**src/rtl/vga_timing_sprite_gen.sv**
```systemverilog
// Programmable-timing VGA raster generator with a background, a ground band
// and one movable rectangular sprite. Every output is registered from the same
// counter state, so sync, position, strobes and colour stay mutually aligned.
// The sprite position is latched once per frame so game logic can update it
// at any time without tearing.

module vga_timing_sprite_gen #(
  parameter int H_SYNC   = 96,
  parameter int H_BP     = 48,
  parameter int H_ACTIVE = 640,
  parameter int H_FP     = 16,
  parameter int V_SYNC   = 2,
  parameter int V_BP     = 29,
  parameter int V_ACTIVE = 480,
  parameter int V_FP     = 10,
  parameter bit SYNC_POL = 1'b0,
  parameter int COLOR_W  = 3,
  parameter int COORD_W  = 10,
  parameter int SPR_W    = 20,
  parameter int SPR_H    = 20,
  parameter int GROUND_Y = 440,
  parameter logic [3*COLOR_W-1:0] BG_COLOR     = 9'o047,
  parameter logic [3*COLOR_W-1:0] GROUND_COLOR = 9'o250,
  parameter logic [3*COLOR_W-1:0] SPR_COLOR    = 9'o770
) (
  input  logic               dclk,
  input  logic               clr,
  input  logic [COORD_W-1:0] spr_x,
  input  logic [COORD_W-1:0] spr_y,
  input  logic               spr_en,
  output logic               hsync,
  output logic               vsync,
  output logic               active,
  output logic [COORD_W-1:0] px,
  output logic [COORD_W-1:0] py,
  output logic               frame_start,
  output logic               line_start,
  output logic [COLOR_W-1:0] red,
  output logic [COLOR_W-1:0] green,
  output logic [COLOR_W-1:0] blue
);

  localparam int H_TOTAL     = H_SYNC + H_BP + H_ACTIVE + H_FP;
  localparam int V_TOTAL     = V_SYNC + V_BP + V_ACTIVE + V_FP;
  localparam int H_ACT_START = H_SYNC + H_BP;
  localparam int H_ACT_END   = H_ACT_START + H_ACTIVE;
  localparam int V_ACT_START = V_SYNC + V_BP;
  localparam int V_ACT_END   = V_ACT_START + V_ACTIVE;

  // One extra bit so the active-end bound still fits when the front porch is 0.
  localparam int HC_W = $clog2(H_TOTAL + 1);
  localparam int VC_W = $clog2(V_TOTAL + 1);

  localparam logic [HC_W-1:0] HC_LAST      = HC_W'(H_TOTAL - 1);
  localparam logic [HC_W-1:0] HC_SYNC_END  = HC_W'(H_SYNC);
  localparam logic [HC_W-1:0] HC_ACT_START = HC_W'(H_ACT_START);
  localparam logic [HC_W-1:0] HC_ACT_END   = HC_W'(H_ACT_END);
  localparam logic [VC_W-1:0] VC_LAST      = VC_W'(V_TOTAL - 1);
  localparam logic [VC_W-1:0] VC_SYNC_END  = VC_W'(V_SYNC);
  localparam logic [VC_W-1:0] VC_ACT_START = VC_W'(V_ACT_START);
  localparam logic [VC_W-1:0] VC_ACT_END   = VC_W'(V_ACT_END);

  localparam logic [COORD_W:0] SPR_W_EXT  = (COORD_W+1)'(SPR_W);
  localparam logic [COORD_W:0] SPR_H_EXT  = (COORD_W+1)'(SPR_H);
  localparam logic [31:0]      GROUND_Y_U = 32'(GROUND_Y);

  localparam logic [HC_W-1:0] HC_ONE = HC_W'(1);
  localparam logic [VC_W-1:0] VC_ONE = VC_W'(1);

  // Raster counters
  logic [HC_W-1:0] r_hc;
  logic [VC_W-1:0] r_vc;

  // Per-frame sprite shadow
  logic [COORD_W-1:0] r_sprX;
  logic [COORD_W-1:0] r_sprY;
  logic               r_sprEn;

  // Registered outputs
  logic               r_hsync;
  logic               r_vsync;
  logic               r_active;
  logic [COORD_W-1:0] r_px;
  logic [COORD_W-1:0] r_py;
  logic               r_frameStart;
  logic               r_lineStart;
  logic [3*COLOR_W-1:0] r_rgb;

  // Decode of the current counter state
  logic               w_hEnd;
  logic               w_vEnd;
  logic               w_hSync;
  logic               w_vSync;
  logic               w_hAct;
  logic               w_vAct;
  logic               w_active;
  logic [HC_W-1:0]    w_hOff;
  logic [VC_W-1:0]    w_vOff;
  logic [COORD_W-1:0] w_px;
  logic [COORD_W-1:0] w_py;
  logic [COORD_W:0]   w_pxExt;
  logic [COORD_W:0]   w_pyExt;
  logic [COORD_W:0]   w_sprXEnd;
  logic [COORD_W:0]   w_sprYEnd;
  logic               w_inSprite;
  logic               w_inGround;
  logic [3*COLOR_W-1:0] w_rgb;

  assign w_hEnd = (r_hc == HC_LAST);
  assign w_vEnd = (r_vc == VC_LAST);

  assign w_hSync = (r_hc < HC_SYNC_END);
  assign w_vSync = (r_vc < VC_SYNC_END);

  assign w_hAct   = (r_hc >= HC_ACT_START) && (r_hc < HC_ACT_END);
  assign w_vAct   = (r_vc >= VC_ACT_START) && (r_vc < VC_ACT_END);
  assign w_active = w_hAct && w_vAct;

  assign w_hOff = r_hc - HC_ACT_START;
  assign w_vOff = r_vc - VC_ACT_START;
  assign w_px   = w_active ? COORD_W'(w_hOff) : '0;
  assign w_py   = w_active ? COORD_W'(w_vOff) : '0;

  // Sprite bounds are formed one bit wider so a sprite near the far edge of
  // the coordinate space clips instead of wrapping to column/row 0.
  assign w_pxExt   = {1'b0, w_px};
  assign w_pyExt   = {1'b0, w_py};
  assign w_sprXEnd = {1'b0, r_sprX} + SPR_W_EXT;
  assign w_sprYEnd = {1'b0, r_sprY} + SPR_H_EXT;

  assign w_inSprite = r_sprEn
                   && (w_pxExt >= {1'b0, r_sprX}) && (w_pxExt < w_sprXEnd)
                   && (w_pyExt >= {1'b0, r_sprY}) && (w_pyExt < w_sprYEnd);

  assign w_inGround = (32'(w_py) >= GROUND_Y_U);

  // Horizontal/vertical raster position, wrapping at the end of line and frame
  always_ff @(posedge dclk) begin
    if (clr) begin
      r_hc <= '0;
      r_vc <= '0;
    end else if (w_hEnd) begin
      r_hc <= '0;
      r_vc <= w_vEnd ? '0 : (r_vc + VC_ONE);
    end else begin
      r_hc <= r_hc + HC_ONE;
    end
  end

  // Latch the requested sprite position only on the last pixel of the frame
  always_ff @(posedge dclk) begin
    if (clr) begin
      r_sprX  <= '0;
      r_sprY  <= '0;
      r_sprEn <= 1'b0;
    end else if (w_hEnd && w_vEnd) begin
      r_sprX  <= spr_x;
      r_sprY  <= spr_y;
      r_sprEn <= spr_en;
    end
  end

  // Pixel colour: sprite over ground over background, black during blanking
  always_comb begin
    w_rgb = '0;
    if (w_active) begin
      if (w_inSprite) begin
        w_rgb = SPR_COLOR;
      end else if (w_inGround) begin
        w_rgb = GROUND_COLOR;
      end else begin
        w_rgb = BG_COLOR;
      end
    end
  end

  // Register every output from the same counter state to keep them aligned
  always_ff @(posedge dclk) begin
    if (clr) begin
      r_hsync      <= ~SYNC_POL;
      r_vsync      <= ~SYNC_POL;
      r_active     <= 1'b0;
      r_px         <= '0;
      r_py         <= '0;
      r_frameStart <= 1'b0;
      r_lineStart  <= 1'b0;
      r_rgb        <= '0;
    end else begin
      r_hsync      <= w_hSync ? SYNC_POL : ~SYNC_POL;
      r_vsync      <= w_vSync ? SYNC_POL : ~SYNC_POL;
      r_active     <= w_active;
      r_px         <= w_px;
      r_py         <= w_py;
      r_frameStart <= (r_hc == '0) && (r_vc == '0);
      r_lineStart  <= (r_hc == '0);
      r_rgb        <= w_rgb;
    end
  end

  assign hsync       = r_hsync;
  assign vsync       = r_vsync;
  assign active      = r_active;
  assign px          = r_px;
  assign py          = r_py;
  assign frame_start = r_frameStart;
  assign line_start  = r_lineStart;
  assign red         = r_rgb[3*COLOR_W-1 -: COLOR_W];
  assign green       = r_rgb[2*COLOR_W-1 -: COLOR_W];
  assign blue        = r_rgb[COLOR_W-1:0];

endmodule

```
**config.mk**
```make
export PLATFORM = sky130hd
export DESIGN_NAME = vga_timing_sprite_gen
export DESIGN_NICKNAME = d
export VERILOG_FILES = /design/src/rtl/vga_timing_sprite_gen.sv
export SDC_FILE = /design/constraint.sdc
export NUM_CORES = 1
export LEC_CHECK = 0
export ABC_AREA = 1
export BUFFER_PORTS_ARGS = -buffer_cell sky130_fd_sc_hd__buf_2
export CAP_MARGIN = 20
export CORE_ASPECT_RATIO = 1.2
export CORE_MARGIN = 2
export CORE_UTILIZATION = 40
export DETAILED_ROUTE_END_ITERATION = 8
export PLACE_DENSITY = 0.63
export REMOVE_ABC_BUFFERS = 1
export SYNTH_ARGS = -nofsm -noshare
export SYNTH_HDL_FRONTEND = slang
export SYNTH_SLANG_ARGS = --single-unit
```
**constraint.sdc**
```tcl
create_clock -name dclk -period 7.3 [get_ports dclk]
set_input_delay 1.46 -clock dclk [delete_from_list [all_inputs] [get_ports dclk]]
set_output_delay 1.46 -clock dclk [all_outputs]
set_load 0.03 [all_outputs]
```
# [Word-level counts from Yosys, hierarchy flattened]
# Index checks and enable logic that the tools add are counted.
[word_totals] reg_bits=75 output_inout_bits=34 wordCells=55
[classes] order_cmp=11 n_bitwise=1 add_sub_neg=6 n_reduce_logical=14 mux=7 n_eq_ne=2
[op_table] operator="$mux 10" count=3
[op_table] operator="$add 10x5->11 const B" count=2
[op_table] operator="$lt 10x11->1" count=2
[op_table] operator="$add 10x1->10 const B" count=2
[op_table] operator="$eq 10x10->1 const B" count=2
[op_table] operator="$ge 10x10->1" count=2
[op_table] operator="$logic_not 10->1" count=2
[op_table] operator="$ge 10x5->1 const B" count=1
[op_table] operator="$ge 10x8->1 const B" count=1
[op_table] operator="$ge 10x9->1 const B" count=1
[op_table] operator="$lt 10x10->1 const B" count=1
[op_table] operator="$lt 10x2->1 const B" count=1
[op_table] operator="$lt 10x7->1 const B" count=1
[op_table] operator="$lt 10x9->1 const B" count=1
[op_table] operator="$sub 10x5->10 const B" count=1
[op_table] operator="$sub 10x8->10 const B" count=1
[op_table] operator="$logic_and 1x1->1" count=9
[op_table] operator="$mux 9" count=1
[op_table] operator="$mux 8" count=1
[op_table] operator="$reduce_or 2->1" count=2
[op_table] operator="$reduce_or 3->1" count=1
[op_table] operator="$mux 1" count=2
[op_table] operator="$not 1->1" count=1

# [Logic depth before layout (Yosys ltp)]
# Gate-level depths: netlist (run 1).
[logic_depth] depth_word=10 ltp_mapped=28

# [Worst setup path after synthesis (run 1)]
# No wires, ideal clock.
[synth_path] kind="register to register" startpoint="reg r_hc[4]" endpoint="reg r_rgb[1]" slack_ps=4393 path_stages_with_launch=26 t_required_ps=7183 setup_ps=117 arrival_time_ps=2790 path_cell_list="dfxtp_1 inv_1 ha_1 nand2_1 nand2_2 nand2_1 nor2_2 nor2_4 nand2_2 buf_6 clkbuf_1 nor2_1 ha_1 inv_1 a21oi_1 nand2_1 nand2_1 nand2_1 o21bai_1 inv_1 nand2_1 nand2_1 a21oi_1 nand3_1 nand2_1 nor2_1"
[synth_between] elab_chain_len=10 elab_cells_between_ends=19
[synth_rtl] item="start: declaration" line_no="71" text="logic [HC_W-1:0] r_hc;"
[synth_rtl] item="start signal: assignment" line_no="146" text="r_hc <= r_hc + HC_ONE;"
[synth_rtl] item="$ge 10x8->1 or $lt 10x10->1 (tied branches)" line_no="115" text="assign w_hAct = (r_hc >= HC_ACT_START) && (r_hc < HC_ACT_END);"
[synth_rtl] item="$logic_and 1x1->1 (*)" line_no="115"
[synth_rtl] item="$logic_and 1x1->1 (*)" line_no="117" text="assign w_active = w_hAct && w_vAct;"
[synth_rtl] item="$mux 10 (*)" line_no="121" text="assign w_px = w_active ? COORD_W'(w_hOff) : '0;"
[synth_rtl] item="net w_px[2]" line_no="99" text="logic [COORD_W-1:0] w_px;"
[synth_rtl] item="$ge 10x10->1" line_no="132" text="&& (w_pxExt >= {1'b0, r_sprX}) && (w_pxExt < w_sprXEnd)"
[synth_rtl] item="$logic_and 1x1->1" line_no="132"
[synth_rtl] item="$logic_and 1x1->1 (*)" line_no="132"
[synth_rtl] item="$logic_and 1x1->1 (*) (2 in series)" line_no="133" text="&& (w_pyExt >= {1'b0, r_sprY}) && (w_pyExt < w_sprYEnd);"
[synth_rtl] item="$reduce_or 3->1 (no line) (*)"
[synth_rtl] item="end signal: assignment" line_no="196" text="r_rgb <= w_rgb;"
[synth_rtl] item="end: declaration" line_no="87" text="logic [3*COLOR_W-1:0] r_rgb;"
# Mark *: on every way through the listed nets, which the timed path passes. The rest lies on a longest branch.
# A chain may end at the register's enable or synchronous reset.

# [Worst setup path after layout (run 1)]
# Ends and elaborated chain as after synthesis.

==> impl_metrics.toml, run 1 <==
[logic_synthesis]
synthTopCellsByArea = "dfxtp_1 (35%), ha_1 (14%), nor2_1 (9.5%)"
yosysUniqueCellTypes = 36
synthCells = 524
synth_edf_count = 0
synth_top_area_cell = "dfxtp_1"
ys_seq_area_share_pct = 35.5
synth_top_cell_area_share_pct = 35.5
synth.yosys.warnings = 0
async_flop_share_pct = 0
synthesis.area_mm2 = 0.00395
yosys_register_bits = 70
avgSynthCellArea_um2 = 7.54
synth_top_flop_cell = "dfxtp_1"

[routing]
first_iter_violations = 104
vias = 3426
drt-wirelength-per-cell_um = 12.9
vias_per_cell = 4.88
drt_drc_violations_left = 0
wirelength_mm = 9.06
drtPass1Iterations = 4
detail-route-antenna-nets = 0

[clock_tree]
hold_buffers = 0
post_cts_buffers = 0
numCtsBuffers = 9
htreeDepth = 3
cts.sinks = 70
clock_latency_ns = 0.34
cts_buffer_depth = 2
cts.clk_slew.worst_paths_ns = 0.05
cts_tree = "yes"
cts_resized = 0
cts-root-buf = "clkbuf_16"

[layout]
final_cell_mix = "nor2_1 (100), nand2_1 (74), dfxtp_1 (70), inv_1 (66), buf_2 (56)"
area_growth_pct = 15.3
n_antenna_cell = 0
final_common_cell = "nor2_1"
final_nets = 642
layout-drive-gt1-share_pct = 17.1
fillerInstances = 983
seq_area_mm2 = 0.00140
multi_input_area_mm2 = 0.00217

[global_route]
track_usage_pct = 18.2
antenna_found_initial = 0
grt_max_degree = 40
grt_overflow_total = 0
grt_pass1_vias = 3237
grt_first_pass_wirelength_mm = 15.2

[hold_path]
holdPathEnd = "r_hc[0]"
hold_depth = 1
worstHoldStart = "r_hc[0]"
hold_class = "reg2reg"

[job]
maxCapViolCount = 0

[placement]
preCtsSetupSlack_ns = 4.14
numPortBuffers = 56
place_hpwl_mm = 6.86
place_congestion = 0.881

[sta]
worst_pin_slew_ns = 0.687
clock_skew_ns = 0.00655
setup_ws_ns = 4.12
finalSetupViolCount = 0
fmax_mhz = 314
finalHoldViolCount = 0
rsz0062_at_grt = "no"
drv_slew = 0
holdWs_ns = 0.461
fin_tns_setup_ns = 0
relSlewSlack_pct = 54.2
period_minus_slack_ns = 3.18
final.period_utilization_pct = 43.6

[critical_path]
slowest_delay_ns = 0.38
crit_top_cell = "nand2_1"
r2r_end = "r_rgb[1]"
path_max_fanout = 21
rrSetupSlack_ns = 4.12
ff2ff_path_depth = 23
critical_path.cell_chain = "inv_1, ha_1, nand2_1, nand2_2, nand2_1, nor2_2, nor2_4, nand2_2, nor2_1, ha_1, inv_1, a21oi_1, nand2_1, nand2_1, nand2_1, o21bai_1, inv_1, nand2_1, nand2_1, a21oi_1, nand3_1, nand2_1, nor2_1"
worstSetupPathType = "reg2reg"
r2r-start = "r_hc[4]"
arrival_ns = 3.40
start_kind = "flip-flop"
endpoint_kind = "flip-flop"
required_ns = 7.51
slowest_stage = "nand2_2"

[floorplanning]
start_util_pct = 41.3
io_pins = 57
die-area_mm2 = 0.0107
core_area_mm2 = 0.00956
chipHeight_um = 113
row_count = 39
fp.dieW_um = 94.7

[pwr]
power.density_mw_per_mm2 = 179
max-vdd-ir-drop_mv = 0.0837
leakagePower_nw = 2.22

[run_status]
status = "complete, no violations"
how the worst max path moves through the flow:
stage	from	depth (start not counted)	end
after floorplan	r_hc[4]	23	r_rgb[1]
after global placement	clr	7	frame_start
after detailed placement	r_hc[4]	23	r_rgb[1]
after CTS	r_hc[4]	23	r_rgb[1]
after global routing	r_hc[4]	23	r_rgb[1]
final	r_hc[4]	23	r_rgb[1]
cells in the mapped netlist, types with 2 or more instances:
| cell | n |
|---|---|
| dfxtp_1 | 70 |
| o21bai_1 | 2 |
| buf_6 | 4 |
| nor2_1 | 100 |
| a21oi_1 | 22 |
| inv_1 | 66 |
| clkbuf_1 | 5 |
| nor4_1 | 4 |
| nor2_2 | 9 |
| buf_1 | 2 |
| o32ai_1 | 4 |
| nand4_1 | 3 |
| a21oi_2 | 2 |
| a211oi_2 | 3 |
| nand2_1 | 74 |
| ha_1 | 44 |
| a211oi_1 | 17 |
| nand3_1 | 26 |
| inv_2 | 6 |
| nor3_1 | 8 |
| o21a_1 | 2 |
| o21ai_0 | 13 |
| xor2_1 | 19 |
| nand2_2 | 3 |
| buf_4 | 5 |
cells by family after synthesis:
family	count (synthesis)	share of synthesized area [%]
AND/OR/NAND/NOR	232	24.9
adder cells (fa/ha/maj)	44	13.9
flip-flops	70	35.5
XOR/XNOR	20	4.43
buffers and inverters	89	9.72
AO/OA/AOI/OAI	69	11.5
flip-flops by register name, indices dropped and copies added, names as in the netlist, 4 cells and up:
name and count:
r_rgb 4, r_sprY 10, py 10, r_sprX 10
px 10, r_hc 10, r_vc 10
layout make-up:
cell class                      count  share of cell area (%)
Timing Repair Buffer               57                    6.32
Clock inverter                      4                   0.495
Inverter                           72                    5.93
Tap cell                          123                    3.38
Sequential cell                    70                    30.8
Multi-Input combinational cell    365                    47.6
Clock buffer                       11                    5.55
where the power goes:
group / leakage, nW / switching [W] / internal (W) / total (W)
clock: 0.137 / 0.000158 / 0.000244 / 0.000402
combinational: 1.52 / 0.0000157 / 0.00000874 / 0.0000245
sequential: 0.565 / 0.00000138 / 0.000385 / 0.000387
worst max-delay path, delay by kind of cell, from the launching register on:
kind	cells	cell delay, ns
adder cells (fa/ha/maj)	2	0.56
buffers and inverters	3	0.30
flip-flops	1	0.34
AO/OA/AOI/OAI	3	0.37
AND/OR/NAND/NOR	15	1.48
stage by stage:
step	utilization, %	total power (W)	instances	area (µm²)
floorplan	-	0.000406	507	3840
global placement	44.7	0.000420	687	4280
detailed placement	44.7	0.000420	687	4280
CTS	47.6	0.000825	702	4550
global route	47.6	0.000845	702	4550
finish	47.6	0.000813	702	4550
per-layer routing:
metal  up-vias  GRT usage (%)  wire length, µm
met5         -              0                0
met3        15           3.46              359
li1       1797              -                -
met2        57           31.5             4570
met1      1557           21.9             3950
met4         0           7.73              176
Power figures use the tool's default switching activity.
==> run 2, diff against run 1 <==
==> constraint.sdc (replaced) <==
create_clock -name dclk -period 3.1 [get_ports dclk]
set_input_delay 0.62 -clock dclk [delete_from_list [all_inputs] [get_ports dclk]]
set_output_delay 0.62 -clock dclk [all_outputs]
set_load 0.03 [all_outputs]
==> impl_metrics.toml, run 2 (synthesized netlist as in run 1, its figures left out) <==
[job]
maxCapViolCount = 0

[hold_path]
hold_depth = 1
worstHoldStart = "r_hc[0]"
hold_class = "reg2reg"
holdPathEnd = "r_hc[0]"

[placement]
place_congestion = 0.920
place_area_mm2 = 0.00432
preCtsSetupSlack_ns = 0.253
numPortBuffers = 56
placed_cells = 693
place_hpwl_mm = 7.25

[sta]
drv_slew = 0
worst_pin_slew_ns = 0.684
finalHoldViolCount = 0
final.period_utilization_pct = 90.3
period_minus_slack_ns = 2.80
setup_ws_ns = 0.302
fin_tns_setup_ns = 0
relSlewSlack_pct = 54.3
fmax_mhz = 357
rsz0062_at_grt = "no"
finalSetupViolCount = 0
clock_skew_ns = 0.00954

[pwr]
internal_power_w = 0.00180
power.total_w = 0.00225
leakagePower_nw = 2.29
max-vdd-ir-drop_mv = 0.247
switchingPower_w = 0.000450
p_seq_share_pct = 40.5
p_comb_share_pct = 2.6
p_sw_share_pct = 20.0
p_clk_share_pct = 57.0
power.density_mw_per_mm2 = 477

[layout]
layout-drive-gt1-share_pct = 18.8
fillerInstances = 987
design_area_mm2 = 0.00471
final_common_cell = "nor2_1"
area_growth_pct = 19.3
n_antenna_cell = 0
final_cell_mix = "nor2_1 (100), nand2_1 (74), dfxtp_1 (70), inv_1 (65), buf_2 (56)"
fin_cells = 709
final_nets = 648

[global_route]
grt_overflow_total = 0
grt_pass1_vias = 3488
antenna_found_initial = 0
grt_max_degree = 40
track_usage_pct = 18.9
grt_first_pass_wirelength_mm = 15.7

[clock_tree]
clock_latency_ns = 0.34
cts_buffer_depth = 2
post_cts_buffers = 0
hold_buffers = 0
cts_tree = "yes"
cts_resized = 0
htreeDepth = 3
cts.sinks = 70
cts-root-buf = "clkbuf_16"
numCtsBuffers = 9
cts.clk_slew.worst_paths_ns = 0.06

[critical_path]
required_ns = 3.31
arrival_ns = 3.01
start_kind = "flip-flop"
endpoint_kind = "flip-flop"
path_max_fanout = 9
rrSetupSlack_ns = 0.30
r2r_end = "r_rgb[1]"
worstSetupPathType = "reg2reg"
ff2ff_path_depth = 20
r2r-start = "r_vc[1]"

[floorplanning]
row_count = 39
io_pins = 57
core_area_mm2 = 0.00956
die-area_mm2 = 0.0107
fp.dieW_um = 94.7
start_util_pct = 41.3
chipHeight_um = 113

[routing]
first_iter_violations = 156
wirelength_mm = 9.44
detail-route-antenna-nets = 0
vias = 3497
drt_drc_violations_left = 0
drt-wirelength-per-cell_um = 13.3
vias_per_cell = 4.93
drtPass1Iterations = 5

[run_status]
status = "complete, no violations"
[run 2: changes by cell type in the layout (fill, tap and decap cells not counted), moves of 2 or more]
cell and delta:
bufinv_16 +4, nor2_2 -2, ha_1 -2, buf_4 +6, nor2_4 +2, ha_2 +2, clkbuf_8 -2, clkinv_2 -3
[run 2: how the worst max path moves through the flow]
stage,depth (start not counted),end,slack (ns),from
after detailed placement,18,r_rgb[1],0.25,r_hc[5]
after global routing,25,r_rgb[1],0.009,r_vc[1]
final,20,r_rgb[1],0.30,r_vc[1]
after floorplan,23,r_rgb[1],0.40,r_hc[4]
after global placement,19,r_rgb[1],0.32,r_hc[5]
after CTS,18,r_rgb[1],0.24,r_hc[5]
[run 2: power by group through the flow]
stage                     combinational, W  clock (W)  sequential [W]
final                            0.0000576    0.00128        0.000910
after CTS                        0.0000585    0.00130        0.000910
after global placement           0.0000578          0        0.000930
after floorplan                  0.0000179          0        0.000938
after detailed placement         0.0000585          0        0.000930
after global routing             0.0000646    0.00134        0.000910
[run 2: worst max-delay path: stages, from the launching register on]
cell,delay (ns)
dfxtp_1,0.37
ha_2,0.20
nand2_1,0.10
nor2_4,0.16
nor2_4,0.05
nand2_2,0.07
nand2_1,0.06
inv_2,0.06
nand2_2,0.08
buf_4,0.19
nor2_2,0.16
ha_1,0.27
a21oi_1,0.16
o21a_1,0.14
nor3_1,0.06
nor2_1,0.09
nand3_1,0.07
a21oi_1,0.15
nand3_2,0.12
nand2_1,0.08
nor2_1,0.04
[run 2: cell type report]
cell class / count / area (µm²) / share of cell area, %
inverter: 72 / 270 / 5.73
multi-input combinational: 365 / 2190 / 46.4
timing repair buffer: 63 / 333 / 7.06
clock inverter: 7 / 145 / 3.08
clock buffer: 9 / 225 / 4.78
sequential: 70 / 1400 / 29.7
tap: 123 / 154 / 3.26
[run 2: layer usage]
layer / vias to the layer above / GRT usage, % / wire (µm)
li1: 1803 / - / -
met1: 1592 / 21.0 / 3930
met2: 83 / 33.9 / 4810
met3: 19 / 3.40 / 390
met4: 0 / 9.37 / 303
met5: - / 0 / 0
[run 2: stage by stage]
step                util [%]  hold WS, ns
floorplan                  -        0.430
global placement        45.2        0.448
detailed placement      45.2        0.451
CTS                     49.1        0.466
global route            49.3        0.492
finish                  49.3        0.459
==> run 3, diff against run 2 <==
--- a/config.mk
+++ b/config.mk
@@ -11,6 +11,7 @@
 export CORE_ASPECT_RATIO = 1.2
 export CORE_MARGIN = 2
 export CORE_UTILIZATION = 40
+export CTS_BUF_LIST = sky130_fd_sc_hd__clkbuf_8
 export DETAILED_ROUTE_END_ITERATION = 8
 export PLACE_DENSITY = 0.63
 export REMOVE_ABC_BUFFERS = 1
==> impl_metrics.toml, run 3 (synthesized netlist as in run 1, its figures left out) <==
[critical_path]
r2r-start = "r_hc[5]"
rrSetupSlack_ns = 0.32
endpoint_kind = "flip-flop"
r2r_end = "r_rgb[1]"
required_ns = 3.33
start_kind = "flip-flop"
ff2ff_path_depth = 18
arrival_ns = 3.01
worstSetupPathType = "reg2reg"
path_max_fanout = 9

[global_route]
grt_pass1_vias = 3467
use_met3_pct = 3.53
grt_max_degree = 40
track_usage_pct = 18.5
met2_usage_pct = 33.7
grt.busiest_layer = "met2"
use_met1_pct = 20.8
antenna_found_initial = 0
grt_first_pass_wirelength_mm = 15.5
grt_overflow_total = 0

[sta]
fin_tns_setup_ns = 0
clock_skew_ns = 0.0125
finalHoldViolCount = 0
finalSetupViolCount = 0
worst_pin_slew_ns = 0.687
relSlewSlack_pct = 54.1
rsz0062_at_grt = "no"
period_minus_slack_ns = 2.78
final.period_utilization_pct = 89.8
fmax_mhz = 359
drv_slew = 0

[pwr]
max-vdd-ir-drop_mv = 0.198
leakagePower_nw = 2.24
power.density_mw_per_mm2 = 424

[routing]
detail-route-antenna-nets = 0
first_iter_violations = 147
vias_per_cell = 4.95
drt_drc_violations_left = 0
wirelength_mm = 9.30
vias = 3513
drt-wirelength-per-cell_um = 13.1
drtPass1Iterations = 4

[floorplanning]
fp.dieW_um = 94.7
chipHeight_um = 113
start_util_pct = 41.3
die-area_mm2 = 0.0107
io_pins = 57
row_count = 39
core_area_mm2 = 0.00956

[clock_tree]
cts_buffer_depth = 2
cts.sinks = 70
cts_tree = "yes"
cts-root-buf = "clkbuf_8"
post_cts_buffers = 0
numCtsBuffers = 9
clock_latency_ns = 0.36
cts.clk_slew.worst_paths_ns = 0.08
htreeDepth = 3

[layout]
final_nets = 648
fin_cells = 709
layout-drive-gt1-share_pct = 18.9
final_cell_mix = "nor2_1 (100), nand2_1 (74), dfxtp_1 (69), inv_1 (65), buf_2 (56)"
multi_input_area_mm2 = 0.00219
area_growth_pct = 16.8
fillerInstances = 1000
seq_area_mm2 = 0.00140
n_antenna_cell = 0
final_common_cell = "nor2_1"

[hold_path]
hold_depth = 1
hold_class = "reg2reg"
holdPathEnd = "r_hc[0]"
worstHoldStart = "r_hc[0]"

[placement]
placed_cells = 693
numPortBuffers = 56
place_hpwl_mm = 7.25
place_congestion = 0.920

[run_status]
status = "complete, no violations"

[job]
maxCapViolCount = 0
run 3: changes by cell type in the layout (fill, tap and decap cells not counted):
cell	previous run	this run
clkbuf_8	0	9
clkbuf_16	9	0
dfxtp_2	0	1
dfxtp_1	70	69
run 3: final cells by class:
| cell class | instances | area share, % |
|---|---|---|
| tap | 123 | 3.34 |
| inverter | 72 | 5.86 |
| clock inverter | 7 | 3.15 |
| timing repair buffer | 63 | 7.21 |
| clock buffer | 9 | 2.68 |
| multi-input combinational | 365 | 47.4 |
| sequential | 70 | 30.4 |
run 3: worst max-delay path by stage:
stage / to / startpoint / cells after the start / slack [ns]
final: r_rgb[1] / r_hc[5] / 18 / 0.32
after global routing: r_rgb[1] / r_hc[5] / 26 / 0.005
after CTS: r_rgb[1] / r_hc[5] / 18 / 0.23
after detailed placement: r_rgb[1] / r_hc[5] / 18 / 0.25
after global placement: r_rgb[1] / r_hc[5] / 19 / 0.32
after floorplan: r_rgb[1] / r_hc[4] / 23 / 0.40
run 3: per-stage QoR:
step,utilization (%),hold WS [ns],power [W],area (µm²),worst slack (ns)
2_1_floorplan,-,0.430,0.000956,3840,0.404
3_3_place_gp,45.2,0.448,0.000987,4320,0.320
3_5_place_dp,45.2,0.451,0.000989,4320,0.253
4_1_cts,48.0,0.472,0.00198,4590,0.230
5_1_grt,48.2,0.499,0.00202,4610,0.00497
6_report,48.2,0.464,0.00196,4610,0.316
run 3: per-layer routing:
metal | part of all wire (%) | vias up
met2 | 51 | 81
li1 | - | 1806
met5 | 0 | -
met1 | 42 | 1611
met4 | 2.4 | 0
met3 | 4.3 | 15
run 3: timing repair:
item                                    in CTS  in global routing
endpoints found under the setup margin       0                  3
gates resized for setup                      0                  7
hold buffers                                 0                  0
run 3: power breakdown:
part           leakage, nW  switching (W)  total [W]  internal (W)
logic                 1.55      0.0000372  0.0000578     0.0000206
registers            0.566     0.00000308   0.000909      0.000906
clock network        0.130       0.000369   0.000989      0.000620
run 3: critical path, cell delays in order, from the launching register on:
cell and delay (ns):
dfxtp_1 0.35, inv_2 0.10, ha_2 0.20, nand2_1 0.07, nand2_2 0.07, nand2_1 0.06
nor2_2 0.15, nor2_4 0.05, nand2_2 0.11, buf_4 0.19, nor2_2 0.07, ha_1 0.31
nand2_1 0.10, nor4_1 0.33, nand3_1 0.12, o2111ai_1 0.12, nand3_2 0.14, nand2_1 0.08
nor2_1 0.03
